--- src/rtl/cam_frame_packer_if.sv ---
// Camera byte stream in, 17-bit pixel-queue write port out.
// The packer sits on the slave side; the camera/queue environment drives master.
interface cam_frame_packer_if;
    logic        cam_vsync;
    logic        cam_href;
    logic [7:0]  cam_data;
    logic        cam_data_valid;
    logic        queue_full;
    logic [16:0] queue_data_out;
    logic        queue_wr_en;

    modport slave (
        input  cam_vsync, cam_href, cam_data, cam_data_valid, queue_full,
        output queue_data_out, queue_wr_en
    );

    modport master (
        output cam_vsync, cam_href, cam_data, cam_data_valid, queue_full,
        input  queue_data_out, queue_wr_en
    );
endinterface

--- src/rtl/cam_frame_packer.sv ---
// Packs an OV7670-style byte stream into RGB565 words with frame/row markers,
// cropped to the LCD geometry, for the LCD controller's pixel queue.
module cam_frame_packer #(
    parameter int unsigned FRAME_WIDTH  = 480,
    parameter int unsigned FRAME_HEIGHT = 272
) (
    input  logic                     clk,
    input  logic                     reset_n,
    cam_frame_packer_if.slave        bus,
    output logic                     frame_done,
    output logic                     overflow
);

    localparam logic [16:0] MARK_FRAME_START = 17'h10000;
    localparam logic [16:0] MARK_ROW_START   = 17'h10001;
    localparam logic [16:0] MARK_FRAME_END   = 17'h1FFFF;

    typedef enum logic [2:0] {
        IDLE, FRAME_START, WAIT_ROW, ROW_DATA, SKIP_ROW, FRAME_END, DROP
    } state_t;

    state_t      state;
    logic        vsync_q, href_q;
    logic [10:0] row_cnt, col_cnt;
    logic        phase;
    logic [7:0]  hi_byte;

    logic vsync_rise, vsync_fall, href_rise, href_fall;

    assign vsync_rise = bus.cam_vsync  & ~vsync_q;
    assign vsync_fall = ~bus.cam_vsync & vsync_q;
    assign href_rise  = bus.cam_href   & ~href_q;
    assign href_fall  = ~bus.cam_href  & href_q;

    always_ff @(posedge clk) begin
        if (!reset_n) begin
            state              <= IDLE;
            vsync_q            <= 1'b0;
            href_q             <= 1'b0;
            row_cnt            <= '0;
            col_cnt            <= '0;
            phase              <= 1'b0;
            hi_byte            <= '0;
            bus.queue_data_out <= '0;
            bus.queue_wr_en    <= 1'b0;
            frame_done         <= 1'b0;
            overflow           <= 1'b0;
        end else begin
            vsync_q         <= bus.cam_vsync;
            href_q          <= bus.cam_href;
            bus.queue_wr_en <= 1'b0;
            frame_done      <= 1'b0;

            case (state)
                IDLE: begin
                    if (vsync_fall) state <= FRAME_START;
                end

                FRAME_START: begin
                    if (!bus.queue_full) begin
                        bus.queue_data_out <= MARK_FRAME_START;
                        bus.queue_wr_en    <= 1'b1;
                        row_cnt            <= '0;
                        state              <= WAIT_ROW;
                    end
                end

                WAIT_ROW: begin
                    if (vsync_rise) begin
                        state <= FRAME_END;
                    end else if (href_rise) begin
                        if (row_cnt < 11'(FRAME_HEIGHT)) begin
                            if (bus.queue_full) begin
                                overflow <= 1'b1;
                                state    <= DROP;
                            end else begin
                                bus.queue_data_out <= MARK_ROW_START;
                                bus.queue_wr_en    <= 1'b1;
                                col_cnt            <= '0;
                                // A byte arriving with the href edge is the row's first (high) byte.
                                phase              <= bus.cam_data_valid;
                                if (bus.cam_data_valid) hi_byte <= bus.cam_data;
                                state              <= ROW_DATA;
                            end
                        end else begin
                            state <= SKIP_ROW;
                        end
                    end
                end

                ROW_DATA: begin
                    if (vsync_rise) begin
                        row_cnt <= row_cnt + 11'd1;
                        phase   <= 1'b0;
                        state   <= FRAME_END;
                    end else if (href_fall) begin
                        row_cnt <= row_cnt + 11'd1;
                        phase   <= 1'b0;
                        state   <= WAIT_ROW;
                    end else if (bus.cam_href && bus.cam_data_valid) begin
                        if (!phase) begin
                            hi_byte <= bus.cam_data;
                            phase   <= 1'b1;
                        end else begin
                            phase <= 1'b0;
                            if (col_cnt < 11'(FRAME_WIDTH)) begin
                                if (bus.queue_full) begin
                                    overflow <= 1'b1;
                                    state    <= DROP;
                                end else begin
                                    bus.queue_data_out <= {1'b0, hi_byte, bus.cam_data};
                                    bus.queue_wr_en    <= 1'b1;
                                    col_cnt            <= col_cnt + 11'd1;
                                end
                            end
                        end
                    end
                end

                SKIP_ROW: begin
                    if (vsync_rise)     state <= FRAME_END;
                    else if (href_fall) state <= WAIT_ROW;
                end

                FRAME_END: begin
                    if (!bus.queue_full) begin
                        bus.queue_data_out <= MARK_FRAME_END;
                        bus.queue_wr_en    <= 1'b1;
                        frame_done         <= 1'b1;
                        state              <= IDLE;
                    end
                end

                DROP: begin
                    if (vsync_rise) state <= FRAME_END;
                end

                default: state <= IDLE;
            endcase
        end
    end

endmodule

--- src/flat_wrapper.sv ---
// flat-port wrapper written by rule: the top's interface ports become plain ports
module cam_frame_packer_flat 
#(
    parameter int unsigned FRAME_WIDTH  = 480,
    parameter int unsigned FRAME_HEIGHT = 272
)
  (clk, reset_n, frame_done, overflow, bus_cam_vsync, bus_cam_href, bus_cam_data, bus_cam_data_valid, bus_queue_full, bus_queue_data_out, bus_queue_wr_en);
  cam_frame_packer_if bus_i ();
  input  logic clk;
  input  logic reset_n;
  output logic frame_done;
  output logic overflow;
  input wire logic [$bits(bus_i.cam_vsync)-1:0] bus_cam_vsync;
  input wire logic [$bits(bus_i.cam_href)-1:0] bus_cam_href;
  input wire logic [$bits(bus_i.cam_data)-1:0] bus_cam_data;
  input wire logic [$bits(bus_i.cam_data_valid)-1:0] bus_cam_data_valid;
  input wire logic [$bits(bus_i.queue_full)-1:0] bus_queue_full;
  output wire logic [$bits(bus_i.queue_data_out)-1:0] bus_queue_data_out;
  output wire logic [$bits(bus_i.queue_wr_en)-1:0] bus_queue_wr_en;
  assign bus_i.cam_vsync = bus_cam_vsync;
  assign bus_i.cam_href = bus_cam_href;
  assign bus_i.cam_data = bus_cam_data;
  assign bus_i.cam_data_valid = bus_cam_data_valid;
  assign bus_i.queue_full = bus_queue_full;
  assign bus_queue_data_out = bus_i.queue_data_out;
  assign bus_queue_wr_en = bus_i.queue_wr_en;
  cam_frame_packer #(.FRAME_WIDTH(FRAME_WIDTH), .FRAME_HEIGHT(FRAME_HEIGHT)) u_core (.clk(clk), .reset_n(reset_n), .bus(bus_i), .frame_done(frame_done), .overflow(overflow));
endmodule
--- config.mk ---
export PLATFORM = sky130hd
export DESIGN_NAME = cam_frame_packer_flat
export DESIGN_NICKNAME = d
export VERILOG_FILES = /design/src/rtl/cam_frame_packer_if.sv /design/src/rtl/cam_frame_packer.sv /design/src/flat_wrapper.sv
export SDC_FILE = /design/constraint.sdc
export NUM_CORES = 1
export LEC_CHECK = 0
export ABC_AREA = 1
export CORE_MARGIN = 2
export CORE_UTILIZATION = 63
export CTS_BUF_LIST = sky130_fd_sc_hd__clkbuf_8
export CTS_CLUSTER_DIAMETER = 30
export DETAILED_ROUTE_END_ITERATION = 6
export PLACE_DENSITY = 0.88
export SYNTH_ARGS = -nofsm -noshare
export SYNTH_HDL_FRONTEND = slang
export SYNTH_SLANG_ARGS = --single-unit
--- constraint.sdc ---
create_clock -name clk -period 2.27 [get_ports clk]
set_input_delay 0.3405 -clock clk [delete_from_list [all_inputs] [get_ports clk]]
set_output_delay 0.3405 -clock clk [all_outputs]
set_load 0.02 [all_outputs]
==> results of run 1 <==
[synth_stat cells]
| library cell | count | area share |
|---|---|---|
| nand3_1 | 47 | 0.078 |
| inv_1 | 43 | 0.054 |
| nor2_4 | 3 | 0.011 |
| nor2_2 | 1 | 0.0021 |
| clkbuf_1 | 9 | 0.011 |
| a21oi_1 | 49 | 0.082 |
| a31oi_1 | 2 | 0.0042 |
| xor2_1 | 3 | 0.0088 |
| buf_4 | 6 | 0.015 |
| nand4_1 | 11 | 0.023 |
| buf_1 | 1 | 0.0012 |
| nor3_1 | 6 | 0.010 |
| nor3b_1 | 1 | 0.0025 |
| a211oi_1 | 1 | 0.0025 |
| ha_1 | 2 | 0.0083 |
| o21ai_2 | 1 | 0.0029 |
| nor2_1 | 62 | 0.078 |
| buf_2 | 1 | 0.0017 |
| o21ai_0 | 11 | 0.018 |
| clkinv_1 | 7 | 0.0088 |
| o211ai_1 | 2 | 0.0050 |
| a21oi_2 | 1 | 0.0029 |
| buf_6 | 1 | 0.0038 |
| inv_2 | 6 | 0.0075 |
| nand3_2 | 1 | 0.0033 |
| nand2_2 | 3 | 0.0063 |
| o21bai_1 | 2 | 0.0050 |
| o21ai_1 | 8 | 0.013 |
| dfxtp_1 | 56 | 0.37 |
| nand2_1 | 125 | 0.16 |
[final cells by class]
cell class                 instances  area (sq um)
clock buffer                       5          68.8
clock inverter                     3          16.3
fill                             401          1180
inverter                          56           210
multi-input combinational        342          1570
sequential                        56          1120
tap                               54          67.6
timing repair buffer              44           425
[registers in the layout (all words and copies together), names as in the netlist]
signal,cells
u_core.bus.queue_data_out,17
u_core.col_cnt,11
u_core.row_cnt,11
u_core.hi_byte,8
u_core.state,3
u_core.bus.queue_wr_en,1
u_core.frame_done,1
u_core.href_q,1
u_core.overflow,1
u_core.phase,1
u_core.vsync_q,1
[metal layers]
metal	part of all wire	wire, um	up-vias
li1	-	-	1587
met2	0.47	3330	97
met5	0	0	-
met3	0.048	340	12
met4	0.014	96	0
met1	0.47	3330	1431
[worst max-delay path, delay by kind of cell (launching register included)]
family,cells,cell delay [ns]
buffers and inverters,1,0.14
flip-flops,1,0.66
AND/OR/NAND/NOR,6,0.99
[through the flow]
step | cell area (sq um) | total power, mW
2_1_floorplan | 3000 | 1.92
6_report | 3480 | 2.76
3_5_place_dp | 3400 | 2.24
3_3_place_gp | 3400 | 2.21
4_1_cts | 3480 | 2.76
5_1_grt | 3480 | 2.94
[final timing paths]
check	slack, ns	depth (start not counted)	endpoint
min reg2reg	0.45	2	u_core.col_cnt[9]
max reg2reg	0.37	7	u_core.row_cnt[8]
max	0.37	7	u_core.row_cnt[8]
min	0.45	2	u_core.col_cnt[9]
[kinds of logic (layout without fill, tap and decap cells)]
family	after synthesis	in the layout	share of synthesized area
XOR/XNOR	3	3	0.00876
buffers and inverters	74	108	0.103
flip-flops	56	56	0.373
adder cells (fa/ha/maj)	2	2	0.00834
AND/OR/NAND/NOR	260	260	0.371
AO/OA/AOI/OAI	77	77	0.136
[power groups by stage]
stage	sequential, mW	clock [mW]	combinational [mW]
final	1.23	0.527	0.996
after global routing	1.25	0.579	1.11
after CTS	1.23	0.542	0.991
after detailed placement	1.25	0	0.989
after global placement	1.25	0	0.964
after floorplan	1.32	0	0.598
==> flow_metrics.env, run 1 <==
export IMPL_outcome="completed"
export IMPL_critPathKind="flip-flop to flip-flop"
export IMPL_syn_inst=472
export IMPL_period_share=0.837
export IMPL_syn_to_final_growth_pct=16.0
export IMPL_cts_sinks=56
export IMPL_drc_errors=0
export IMPL_finalHoldViolCount=0
export IMPL_htree_levels=2
export IMPL_drt_initial_drc_count=340
export IMPL_startpoint_type="flip-flop"
export IMPL_hp_start="u_core.col_cnt[9]"
export IMPL_setup_viol=0
export IMPL_arrival_ns=2.10
export IMPL_dr_pass1_iters=5
export IMPL_rsz0062_at_grt="no"
export IMPL_synth_area_sq_um=3000
export IMPL_vias_per_cell=5.58
export IMPL_period_minus_slack_ns=1.90
export IMPL_place_ws_ns=0.220
export IMPL_end_kind="flip-flop"
export IMPL_antenna_found_initial=0
export IMPL_final_max_slew_viol_count=0
export IMPL_p_comb_frac=0.361
export IMPL_tns_ns=0
export IMPL_io_pins=34
export IMPL_fin_skew_ns=0.0119
export IMPL_gp_congestion=0.886
export IMPL_hold_buffers=0
export IMPL_ir_worst_vdd_v=0.000412
export IMPL_grt_busiest_layer="met2"
export IMPL_cp_data_required_time_ns=2.47
export IMPL_cts_buffers=5
export IMPL_seq_power_share=0.447
export IMPL_hold_slack_ns=0.447
export IMPL_grt_max_degree=37
export IMPL_crit_start="u_core.state[0]"
export IMPL_mostFrequentLayoutCell="nand2_1"
export IMPL_avgSynthCellArea_sq_um=6.36
export IMPL_post_cts_buffers=0
export IMPL_reg2reg_from="u_core.state[0]"
export IMPL_pwr_density_cell_nw_per_um2=792
export IMPL_grt_pass1_wl_um=11900
export IMPL_ys_types=30
export IMPL_p_leak_nw=1.44
export IMPL_die_area_sq_um=5330
export IMPL_insertion_delay_ns=0.31
export IMPL_gr_total_overflow=0
export IMPL_yosysWarnings=0
export IMPL_synth_seq_cells=56
export IMPL_dp_cells=552
export IMPL_worst_path_max_fanout=13
export IMPL_initial_utilization=0.644
export IMPL_cts_reportedPaths_clkPinSlew_ns=0.10
export IMPL_crit_chain="nand3_2, inv_2, nand2_1, nand2_1, nand3_1, nor3_1, nor2_1"
export IMPL_slowest_stage="dfxtp_1"
export IMPL_vias=3127
export IMPL_slew_headroom=0.645
export IMPL_p_int_mw=1.75
export IMPL_worst_slew_pin_slew_ns=0.532
export IMPL_fmax_ghz=0.526
export IMPL_met1_usage=0.379
export IMPL_crit_path_max_incr_delay_ns=0.66
export IMPL_die_h_um=73.0
export IMPL_cts_resized=0
export IMPL_fin_nets=521
export IMPL_grt_use_met3=0.0290
export IMPL_final_core_util=0.747
export IMPL_mostFrequentLayoutCells="nand2_1, nor2_1, dfxtp_1"
export IMPL_hold_path_class="flip-flop to flip-flop"
export IMPL_ys_seq_area_frac=0.373
export IMPL_grtUsageMet2=0.466
export IMPL_cap_violations=0
export IMPL_switching_share=0.365
export IMPL_rows=25
export IMPL_grt_pass1_vias=2681
export IMPL_synth_nets=488
export IMPL_drive_gt1_frac=0.0652
export IMPL_path_common_cell="nand2_1"
export IMPL_coreArea_sq_um=4660
export IMPL_io_buffer_count=33
export IMPL_cts_tree="yes"
export IMPL_die_x_um=73.0
export IMPL_ant_nets=0
export IMPL_cts_root_buf="clkbuf_8"
export IMPL_fin_cells=560
export IMPL_p_sw_mw=1.00
export IMPL_finalWirelength_um=7100
export IMPL_wl_per_cell_um=12.7
export IMPL_diodes=0
export IMPL_final_setup_worst_slack_ns=0.370
export IMPL_clkPwrFrac=0.191
export IMPL_dp_hpwl_um=5030
export IMPL_grt_usage=0.277
export IMPL_clockBufferDepth=2
(Power assumes the default switching activity.)
==> run 2, diff against run 1 <==
- CORE_UTILIZATION: 63 -> 53
- PLACE_DENSITY: 0.88 -> 0.79
- clock period: 2.27 -> 1.7 ns (I/O delays scaled with it)
==> run 2 against run 1 <==
Total power is 38% higher. Clock skew shrank 0.0039 ns. Sequential cell count stayed put. Utilization fell by 7.1 points. Clock power grew 39%. Sequential power rose by 32%. Hold slack improved by 0.0019 ns. First-iteration DRC count fell by 52%. Count of clock-buffer cells in the layout is the same. Largest cell class unchanged.
==> flow_metrics.env, run 2 (same netlist as run 1, synthesis figures left out) <==
export IMPL_largest_register_ffs=17
export IMPL_r2r_end="u_core.state[1]"
export IMPL_rsz0062_at_grt="yes"
export IMPL_cts_tree="yes"
export IMPL_drc_errors=0
export IMPL_pwr_density_cell_nw_per_um2=1030
export IMPL_fmax_ghz=0.634
export IMPL_tns_ns=0
export IMPL_setup_viol=0
export IMPL_cts_root_buf="clkbuf_8"
export IMPL_grt_usage=0.230
export IMPL_ant_nets=0
export IMPL_placed_area_sq_um=3590
export IMPL_antenna_found_initial=0
export IMPL_diodes=0
export IMPL_vias=3051
export IMPL_vias_per_cell=5.12
export IMPL_worst_slew_pin_slew_ns=0.327
export IMPL_io_buffer_count=33
export IMPL_worst_path_max_fanout=15
export IMPL_grt_pass1_wl_um=11800
export IMPL_gp_congestion=0.832
export IMPL_crit_chain="inv_2, nand3_2, buf_4, nor2_1, nand2_1, nand2_1, nand2_1, nand2_1, nor2_1, nand2_1, a21oi_1"
export IMPL_cts_reportedPaths_clkPinSlew_ns=0.10
export IMPL_mostFrequentLayoutCells="nand2_1, nor2_1, dfxtp_1"
export IMPL_finalWirelength_um=6770
export IMPL_outcome="completed"
export IMPL_finalPower_mw=3.80
export IMPL_ff2ff_path_depth=11
export IMPL_path_common_cell="nand2_1"
export IMPL_n_fill_cell=493
export IMPL_arrival_ns=1.82
export IMPL_clockBufferDepth=2
export IMPL_endpoint="u_core.state[1]"
export IMPL_die_h_um=79.3
export IMPL_final_max_slew_viol_count=0
export IMPL_crit_path_max_incr_delay_ns=0.37
export IMPL_drt_initial_drc_count=162
export IMPL_syn_to_final_growth_pct=23.3
export IMPL_ir_worst_vdd_v=0.000503
export IMPL_reg2reg_from="u_core.state[2]"
export IMPL_coreArea_sq_um=5470
export IMPL_wl_per_cell_um=11.4
export IMPL_initial_utilization=0.548
export IMPL_period_minus_slack_ns=1.58
export IMPL_slowest_stage="dfxtp_2"
export IMPL_hold_path_class="flip-flop to flip-flop"
export IMPL_drive_gt1_frac=0.109
export IMPL_design_area_sq_um=3700
export IMPL_cap_violations=0
export IMPL_fin_nets=539
export IMPL_cts_buffers=5
export IMPL_gr_total_overflow=0
export IMPL_p_leak_nw=1.55
export IMPL_startpoint_type="flip-flop"
export IMPL_cp_data_required_time_ns=1.94
export IMPL_finalHoldViolCount=0
export IMPL_critPathKind="flip-flop to flip-flop"
export IMPL_insertion_delay_ns=0.31
export IMPL_max_flop_register="u_core.bus.queue_data_out"
export IMPL_slew_headroom=0.781
export IMPL_cts_sinks=56
export IMPL_crit_start="u_core.state[2]"
export IMPL_mostFrequentLayoutCell="nand2_1"
export IMPL_final_core_util=0.676
export IMPL_fin_skew_ns=0.00799
export IMPL_htree_levels=2
export IMPL_die_area_sq_um=6280
export IMPL_reg2reg_setup_slack_ns=0.12
export IMPL_dp_hpwl_um=5020
export IMPL_die_x_um=79.3
export IMPL_dr_pass1_iters=5
export IMPL_period_share=0.928
export IMPL_end_kind="flip-flop"
export IMPL_grt_max_degree=37
export IMPL_grt_pass1_vias=2830
export IMPL_hold_buffers=0
export IMPL_reg_top3="u_core.bus.queue_data_out x17, u_core.col_cnt x11, u_core.row_cnt x11"
export IMPL_rows=27
export IMPL_io_pins=34
-- run 2: cell count changes in the layout (fill, tap and decap cells not counted), sizes merged --
cell	change
buf	+18
clkinvlp	+1
inv	-1
-- run 2: critical path: cells and delay by family, from the launching register on --
| family | cells | cell delay [ns] |
|---|---|---|
| flip-flops | 1 | 0.37 |
| buffers and inverters | 2 | 0.30 |
| AO/OA/AOI/OAI | 1 | 0.12 |
| AND/OR/NAND/NOR | 8 | 0.71 |
-- run 2: how the worst min path moves through the flow --
| stage | startpoint | to | slack [ns] | cells after the start |
|---|---|---|---|---|
| floorplan | bus_queue_full | u_core.frame_done | 0.33 | 1 |
| global placement | u_core.col_cnt[9] | u_core.col_cnt[9] | 0.43 | 2 |
| detailed placement | u_core.col_cnt[9] | u_core.col_cnt[9] | 0.43 | 2 |
| CTS | u_core.col_cnt[9] | u_core.col_cnt[9] | 0.45 | 2 |
| global route | u_core.col_cnt[9] | u_core.col_cnt[9] | 0.47 | 2 |
| finish | u_core.col_cnt[9] | u_core.col_cnt[9] | 0.45 | 2 |
-- run 2: timing repair --
| item | in CTS | in global routing |
|---|---|---|
| setup endpoints to repair | 0 | 34 |
| buffers inserted | 0 | 0 |
| resized for setup | 0 | 6 |
-- run 2: cell type report --
cell class	count	area, sq um	share of cell area
well taps	72	90.1	0.0243
inverters	56	210	0.0568
clock buffers	5	68.8	0.0186
multi-input cells	342	1590	0.429
flip-flops and latches	56	1120	0.304
clock inverters	3	21.3	0.00575
repair buffers	62	598	0.162
-- run 2: metal layers --
layer / global-route usage / vias to the layer above / share of wire
met1: 0.286 / 1352 / 0.47
li1: - / 1622 / -
met3: 0.0318 / 11 / 0.037
met2: 0.404 / 66 / 0.47
met5: 0 / - / 0
met4: 0.0862 / 0 / 0.017
-- run 2: stage by stage --
| step | cells | hold slack [ns] | setup WS (ns) |
|---|---|---|---|
| 3_3_place_gp | 588 | 0.430 | -0.164 |
| 3_5_place_dp | 588 | 0.433 | -0.215 |
| 2_1_floorplan | 472 | 0.334 | 0.183 |
| 6_report | 596 | 0.449 | 0.122 |
| 4_1_cts | 596 | 0.450 | 0.0306 |
| 5_1_grt | 596 | 0.470 | -0.00431 |
-- run 2: power by group --
part	internal [mW]	switching, mW
clock	0.294	0.441
sequential	1.50	0.117
combinational	0.638	0.808
